<file path="src/rtl/dbus_req_ctrl.sv">
// -----------------------------------------------------------------------------
// dbus_req_ctrl
// Data-bus handshake sequencer for the memory stage of the MIPS core.
// Captures one load/store, derives bus address/size/byte strobes (including
// the LWL/LWR/SWL/SWR unaligned forms), drives dreq_valid until the bus
// accepts it, waits for the response and returns the load data. Stalls the
// pipeline while a transaction is open. A flush never cancels an open bus
// transaction; it only suppresses the completion pulse.
//
// Optional build macro: DBUS_TIMEOUT_EN
//   When defined, a response watchdog aborts a transaction that stays open
//   for TIMEOUT_CYCLES cycles and reports it through bus_err. When undefined,
//   bus_err is constant 0 and the FSM waits indefinitely.
//
// Ports:
//   clk, reset          clock, synchronous active-high reset
//   req_*               memory-stage request (valid, write, msize, kind,
//                       addr, wdata); held until rsp_valid or misalign
//   flush               discard the current request's result
//   dreq_*              bus request (valid, addr, size, strobe, data)
//   dresp_*             bus response (addr_ok, data_ok, data)
//   stall               hold the memory stage
//   rsp_valid/rsp_rdata one-cycle completion pulse and captured read data
//   misalign            combinational address error for normal accesses
//   bus_err             watchdog expiry, qualified by rsp_valid
// -----------------------------------------------------------------------------
module dbus_req_ctrl #(
    parameter int TIMEOUT_CYCLES = 255
) (
    input  logic        clk,
    input  logic        reset,
    input  logic        req_valid,
    input  logic        req_write,
    input  logic [1:0]  req_msize,
    input  logic [1:0]  req_kind,
    input  logic [31:0] req_addr,
    input  logic [31:0] req_wdata,
    input  logic        flush,
    output logic        dreq_valid,
    output logic [31:0] dreq_addr,
    output logic [1:0]  dreq_size,
    output logic [3:0]  dreq_strobe,
    output logic [31:0] dreq_data,
    input  logic        dresp_addr_ok,
    input  logic        dresp_data_ok,
    input  logic [31:0] dresp_data,
    output logic        stall,
    output logic        rsp_valid,
    output logic [31:0] rsp_rdata,
    output logic        misalign,
    output logic        bus_err
);

    localparam logic [1:0] MSIZE1     = 2'd0;
    localparam logic [1:0] MSIZE2     = 2'd1;
    localparam logic [1:0] MSIZE4     = 2'd2;
    localparam logic [1:0] KIND_LEFT  = 2'd1;
    localparam logic [1:0] KIND_RIGHT = 2'd2;

    typedef enum logic [1:0] {IDLE = 2'd0, REQ = 2'd1, RESP = 2'd2, DONE = 2'd3} state_t;

    state_t      state_reg, state_next;
    logic        dreq_valid_reg;
    logic [31:0] dreq_addr_reg;
    logic [1:0]  dreq_size_reg;
    logic [3:0]  dreq_strobe_reg;
    logic [31:0] dreq_data_reg;
    logic [31:0] rsp_rdata_reg;
    logic        killed_reg;
    logic        bus_err_reg;

    logic        accept;
    logic        busy;
    logic        timeout_hit;
    logic        unaligned_kind;
    logic [1:0]  off;
    logic [31:0] issue_addr;
    logic [1:0]  issue_size;
    logic [3:0]  issue_strobe;

    assign off            = req_addr[1:0];
    assign unaligned_kind = (req_kind == KIND_LEFT) || (req_kind == KIND_RIGHT);
    assign busy           = (state_reg == REQ) || (state_reg == RESP);
    assign accept         = (state_reg == IDLE) && req_valid && !misalign && !flush;

    // Only normal accesses can fault; LWL/LWR/SWL/SWR are unaligned by design.
    always_comb begin
        misalign = 1'b0;
        if (req_valid && (req_kind == 2'd0)) begin
            if (req_msize == MSIZE2)
                misalign = off[0];
            else if (req_msize == MSIZE4)
                misalign = (off != 2'b00);
        end
    end

    // Unaligned kinds always go out as a word access on the containing word.
    assign issue_addr = unaligned_kind ? {req_addr[31:2], 2'b00} : req_addr;
    assign issue_size = unaligned_kind ? MSIZE4 : req_msize;

    always_comb begin
        issue_strobe = 4'b0000;
        if (req_write) begin
            case (req_kind)
                KIND_LEFT: begin
                    case (off)
                        2'd0:    issue_strobe = 4'b0001;
                        2'd1:    issue_strobe = 4'b0011;
                        2'd2:    issue_strobe = 4'b0111;
                        default: issue_strobe = 4'b1111;
                    endcase
                end
                KIND_RIGHT: begin
                    case (off)
                        2'd0:    issue_strobe = 4'b1111;
                        2'd1:    issue_strobe = 4'b1110;
                        2'd2:    issue_strobe = 4'b1100;
                        default: issue_strobe = 4'b1000;
                    endcase
                end
                default: begin
                    case (req_msize)
                        MSIZE1:  issue_strobe = 4'b0001 << off;
                        MSIZE2:  issue_strobe = off[1] ? 4'b1100 : 4'b0011;
                        MSIZE4:  issue_strobe = 4'b1111;
                        default: issue_strobe = 4'b0000;
                    endcase
                end
            endcase
        end
    end

`ifdef DBUS_TIMEOUT_EN
    localparam int CNT_W = ($clog2(TIMEOUT_CYCLES + 1) > 8) ? $clog2(TIMEOUT_CYCLES + 1) : 8;
    logic [CNT_W-1:0] wd_cnt_reg;

    // Counts cycles spent in REQ/RESP; restarts whenever a request is issued.
    always_ff @(posedge clk) begin
        if (reset)
            wd_cnt_reg <= '0;
        else if (accept)
            wd_cnt_reg <= '0;
        else if (busy)
            wd_cnt_reg <= wd_cnt_reg + 1'b1;
    end

    // Fires in the TIMEOUT_CYCLES-th open cycle, so DONE follows immediately.
    assign timeout_hit = busy && (wd_cnt_reg == CNT_W'(TIMEOUT_CYCLES - 1));
`else
    assign timeout_hit = 1'b0;
`endif

    always_comb begin
        state_next = state_reg;
        case (state_reg)
            IDLE: if (accept) state_next = REQ;
            REQ: begin
                // The watchdog outranks a bare addr_ok so the counter can never
                // run past its limit while still in RESP.
                if (dresp_addr_ok && dresp_data_ok) state_next = DONE;
                else if (timeout_hit)               state_next = DONE;
                else if (dresp_addr_ok)             state_next = RESP;
            end
            RESP: if (dresp_data_ok || timeout_hit) state_next = DONE;
            default: state_next = IDLE;
        endcase
    end

    always_ff @(posedge clk) begin
        if (reset) begin
            state_reg       <= IDLE;
            dreq_valid_reg  <= 1'b0;
            dreq_addr_reg   <= '0;
            dreq_size_reg   <= '0;
            dreq_strobe_reg <= '0;
            dreq_data_reg   <= '0;
            rsp_rdata_reg   <= '0;
            killed_reg      <= 1'b0;
            bus_err_reg     <= 1'b0;
        end else begin
            state_reg <= state_next;
            case (state_reg)
                IDLE: begin
                    if (accept) begin
                        dreq_valid_reg  <= 1'b1;
                        dreq_addr_reg   <= issue_addr;
                        dreq_size_reg   <= issue_size;
                        dreq_strobe_reg <= issue_strobe;
                        dreq_data_reg   <= req_wdata;
                    end
                end
                REQ: begin
                    if (flush) killed_reg <= 1'b1;
                    if (dresp_addr_ok && dresp_data_ok) begin
                        dreq_valid_reg <= 1'b0;
                        rsp_rdata_reg  <= dresp_data;
                    end else if (timeout_hit) begin
                        dreq_valid_reg <= 1'b0;
                        rsp_rdata_reg  <= '0;
                        bus_err_reg    <= 1'b1;
                    end else if (dresp_addr_ok) begin
                        dreq_valid_reg <= 1'b0;
                    end
                end
                RESP: begin
                    if (flush) killed_reg <= 1'b1;
                    if (dresp_data_ok) begin
                        rsp_rdata_reg <= dresp_data;
                    end else if (timeout_hit) begin
                        rsp_rdata_reg <= '0;
                        bus_err_reg   <= 1'b1;
                    end
                end
                default: begin
                    killed_reg  <= 1'b0;
                    bus_err_reg <= 1'b0;
                end
            endcase
        end
    end

    assign dreq_valid  = dreq_valid_reg;
    assign dreq_addr   = dreq_addr_reg;
    assign dreq_size   = dreq_size_reg;
    assign dreq_strobe = dreq_strobe_reg;
    assign dreq_data   = dreq_data_reg;
    assign rsp_rdata   = rsp_rdata_reg;
    assign bus_err     = bus_err_reg;
    assign stall       = busy || accept;
    // A flushed transaction still completes on the bus but reports nothing.
    assign rsp_valid   = (state_reg == DONE) && !killed_reg;

endmodule

</file>
<file path="config.mk">
export PLATFORM = sky130hd
export DESIGN_NAME = dbus_req_ctrl
export DESIGN_NICKNAME = d
export VERILOG_FILES = /design/src/rtl/dbus_req_ctrl.sv
export SDC_FILE = /design/constraint.sdc
export NUM_CORES = 1
export LEC_CHECK = 0
export CAP_MARGIN = 20
export CORE_MARGIN = 1
export CORE_UTILIZATION = 40
export CTS_BUF_LIST = sky130_fd_sc_hd__clkbuf_8
export DETAILED_ROUTE_END_ITERATION = 6
export GPL_TIMING_DRIVEN = 0
export HOLD_SLACK_MARGIN = 0.12
export MAX_ROUTING_LAYER = met4
export PLACE_DENSITY = 0.82
export RECOVER_POWER = 50
export SKIP_CTS_REPAIR_TIMING = 1
export SYNTH_ARGS = -nofsm -noshare
export SYNTH_HDL_FRONTEND = slang
export SYNTH_SLANG_ARGS = --single-unit
</file>
<file path="constraint.sdc">
create_clock -name clk -period 2.5 [get_ports clk]
set_input_delay 0.5 -clock clk [delete_from_list [all_inputs] [get_ports clk]]
set_output_delay 0.5 -clock clk [all_outputs]
set_load 0.02 [all_outputs]
</file>
==> flow_metrics.env <==
export IMPL_status="complete, no violations"
export IMPL_p_int_uw=3004
export IMPL_synth_top_family_by_area="simple AND/OR/NAND/NOR gates"
export IMPL_antenna_cells=0
export IMPL_track_usage_pct=22.96
export IMPL_io_buffers=209
export IMPL_antenna_found_initial=0
export IMPL_cts_max_level=3
export IMPL_async_flop_share_pct=0
export IMPL_power_frac_seq_pct=44.4
export IMPL_synth_xor_area_share_pct=0
export IMPL_synth_common_cells="nand2_1 (203), a21oi_1 (110), dfxtp_1 (106)"
export IMPL_ys_types=33
export IMPL_maxSlewHeadroom_pct=61.04
export IMPL_synthCells=519
export IMPL_ys_flop_type="dfxtp_1"
export IMPL_hold_viol_final=0
export IMPL_hold_class="flop to flop"
export IMPL_first_iter_violations=105
export IMPL_synth_top_area_cell="dfxtp_1"
export IMPL_critPathKind="primary input to primary output"
export IMPL_clock_sinks=106
export IMPL_grt_pass1_wl_um=17910
export IMPL_hold_ws_ps=452.7
export IMPL_die_w_um=102.5
export IMPL_synthMostInstantiatedCell="nand2_1"
export IMPL_cts_root_to_sink_buffers=2
export IMPL_clk_root_buffer_cell="clkbuf_8"
export IMPL_yosysTopAreaCellShare_pct=52.56
export IMPL_synth_compound_area_share_pct=18.00
export IMPL_rows=36
export IMPL_worstPathMaxFanout=10
export IMPL_synth_simple_area_share_pct=21.48
export IMPL_cellLeakagePower_uw=0.002723
export IMPL_totalWireLength_um=12080
export IMPL_cts_tree="yes"
export IMPL_cp_slowest_cell="clkdlybuf4s50_1"
export IMPL_swShare_pct=33.52
export IMPL_syn_avg_cell_area_um2=7.780
export IMPL_tightestPinTransition_ps=584.4
export IMPL_cp_slowest_stage_delay_ps=450
export IMPL_insertion_delay_ps=360
export IMPL_synthMuxAreaShare_pct=0.2479
export IMPL_grt_pass1_vias=3845
export IMPL_die_h_um=102.5
export IMPL_grt_start_max_net_pins=16
export IMPL_die_area_mm2=0.01050
export IMPL_post_drt_wl_per_cell_um=13.73
export IMPL_crit_arrival_ps=1900
export IMPL_nFillCells=833
export IMPL_period_minus_slack_ps=2402
export IMPL_setup_viol=0
export IMPL_clkPwrFrac_pct=21.8
export IMPL_vias=4232
export IMPL_skew_ps=5.974
export IMPL_post_route_period_util_pct=96.09
export IMPL_pin_count=214
export IMPL_first_pass_iters=6
export IMPL_ys_warnings_count=0
export IMPL_grt_remaining_overflow=0
export IMPL_synth_area_leaders="dfxtp_1 (53%), nand2_1 (19%), a21oi_1 (14%)"
export IMPL_drc=0
export IMPL_syn_area_mm2=0.004038
export IMPL_fp_coreArea_mm2=0.009774
export IMPL_rsz0062_at_grt="false"
export IMPL_nets=857
export IMPL_peakVddDrop_v=0.0003319
export IMPL_synth_fa_ha_area_share_pct=2.479
export IMPL_route_antenna_remaining_nets=0
export IMPL_gp_congestion=0.9207
export IMPL_area_growth_pct=61.45
export IMPL_netSwitchingPower_uw=1515
export IMPL_required_ps=2000
export IMPL_synth_seq_cells=106
export IMPL_cts_buffers=9
export IMPL_power_density_mw_per_mm2=693.2
export IMPL_path_cells="clkdlybuf4s50_1 > inv_2 > ha_1 > nand2_2 > o211ai_4 > buf_6 > nand2b_1 > buf_2"
export IMPL_slew_violations=0
export IMPL_synth_nets=634
export IMPL_end_kind="primary output"
export IMPL_totalPowerFinal_uw=4519
export IMPL_synth_seq_area_share_pct=52.56
export IMPL_start_kind="primary input"
export IMPL_p_comb_share_pct=33.8
export IMPL_clkTransAtPathRegs_ps=90
export IMPL_dpl_hpwl_um=9255
export IMPL_vias_per_cell=4.809
export IMPL_start_util_pct=41.31
export IMPL_layout_drive_gt1_share_pct=4.552
export IMPL_synth_edf_count=0
export IMPL_maxCapViolCount=0
export IMPL_fmax_mhz=416.3
[logic make-up after synthesis]
family	count (synthesis)
AO/OA/AOI/OAI	132
AND/OR/NAND/NOR	223
buffers and inverters	48
multiplexers	1
adder cells (fa/ha/maj)	8
flip-flops	106
other	1
[layout by cell type, fill, tap and decap left out, types with 3 or more instances in the layout]
master	n
nand3_1	6
dfxtp_1	106
nand2_1	202
buf_2	8
ha_1	8
o211ai_1	4
inv_1	15
clkbuf_8	9
nand2b_1	4
dlygate4sd3_1	101
buf_4	8
dlymetal6s2s_1	3
clkbuf_1	23
o21ai_0	4
clkdlybuf4s50_1	104
nor2_1	5
a21oi_1	110
[path summary, 6_finish.rpt]
path | start | end | slack (ps) | cells past startpoint
worst min-delay path | dreq_strobe[1]$_SDFFE_PP0P_ | dreq_strobe[1]$_SDFFE_PP0P_ | 450 | 2
worst min register to register | dreq_strobe[1]$_SDFFE_PP0P_ | dreq_strobe[1]$_SDFFE_PP0P_ | 450 | 2
worst max register to register | state_reg[1]$_SDFFE_PP0P_ | rsp_rdata[7]$_SDFFE_PP0P_ | 470 | 8
worst max-delay path | req_kind[0] | stall | 100 | 8
[routing by layer]
metal | share of wire [%] | GRT usage (%) | wire (um) | up-vias
met5 | 0 | - | 0 | -
met3 | 8.3 | 5.404 | 1008 | 17
met2 | 49 | 39.13 | 5977 | 167
li1 | - | - | - | 2130
met1 | 40 | 25.62 | 4887 | 1918
met4 | 1.7 | 9.670 | 206 | 0
[layout make-up]
type                    instances  area, um^2  share of cell area (%)
flip-flops and latches        106        2122                   32.55
well taps                     133       166.4                   2.553
repair buffers                212        2117                   32.48
inverters                      12       45.04                  0.6910
clock inverters                 7       55.05                  0.8445
multi-input cells             365        1719                   26.37
plain buffers                  36       170.2                   2.610
clock buffers                   9       123.9                   1.900
[critical path: cells and delay by family]
kind	cells	cell delay, ps
adder cells (fa/ha/maj)	1	150
AO/OA/AOI/OAI	1	230
AND/OR/NAND/NOR	2	160
buffers and inverters	4	860
[per-stage QoR]
| stage | cell area [um^2] | TNS [ps] | utilization (%) | setup WS [ps] | cells |
|---|---|---|---|---|---|
| 3_3_place_gp | 6296 | -3309 | 64.41 | -927.8 | 861 |
| 2_1_floorplan | 4038 | 0 | - | 358.7 | 519 |
| 5_1_grt | 6519 | 0 | 66.69 | 0.9899 | 880 |
| 6_report | 6519 | 0 | 66.69 | 97.87 | 880 |
| 3_5_place_dp | 6296 | -5746 | 64.41 | -960.2 | 861 |
| 4_1_cts | 6475 | -1135 | 66.24 | -954.3 | 877 |
[power by group through the flow]
stage / sequential [uW] / combinational [uW] / clock, uW
2_1_floorplan: 2280 / 591 / 0
3_5_place_dp: 2050 / 1580 / 0
5_1_grt: 2030 / 1660 / 1070
4_1_cts: 2010 / 1590 / 1010
6_report: 2010 / 1530 / 985
3_3_place_gp: 2040 / 1550 / 0
Power figures use the tool's default switching activity.
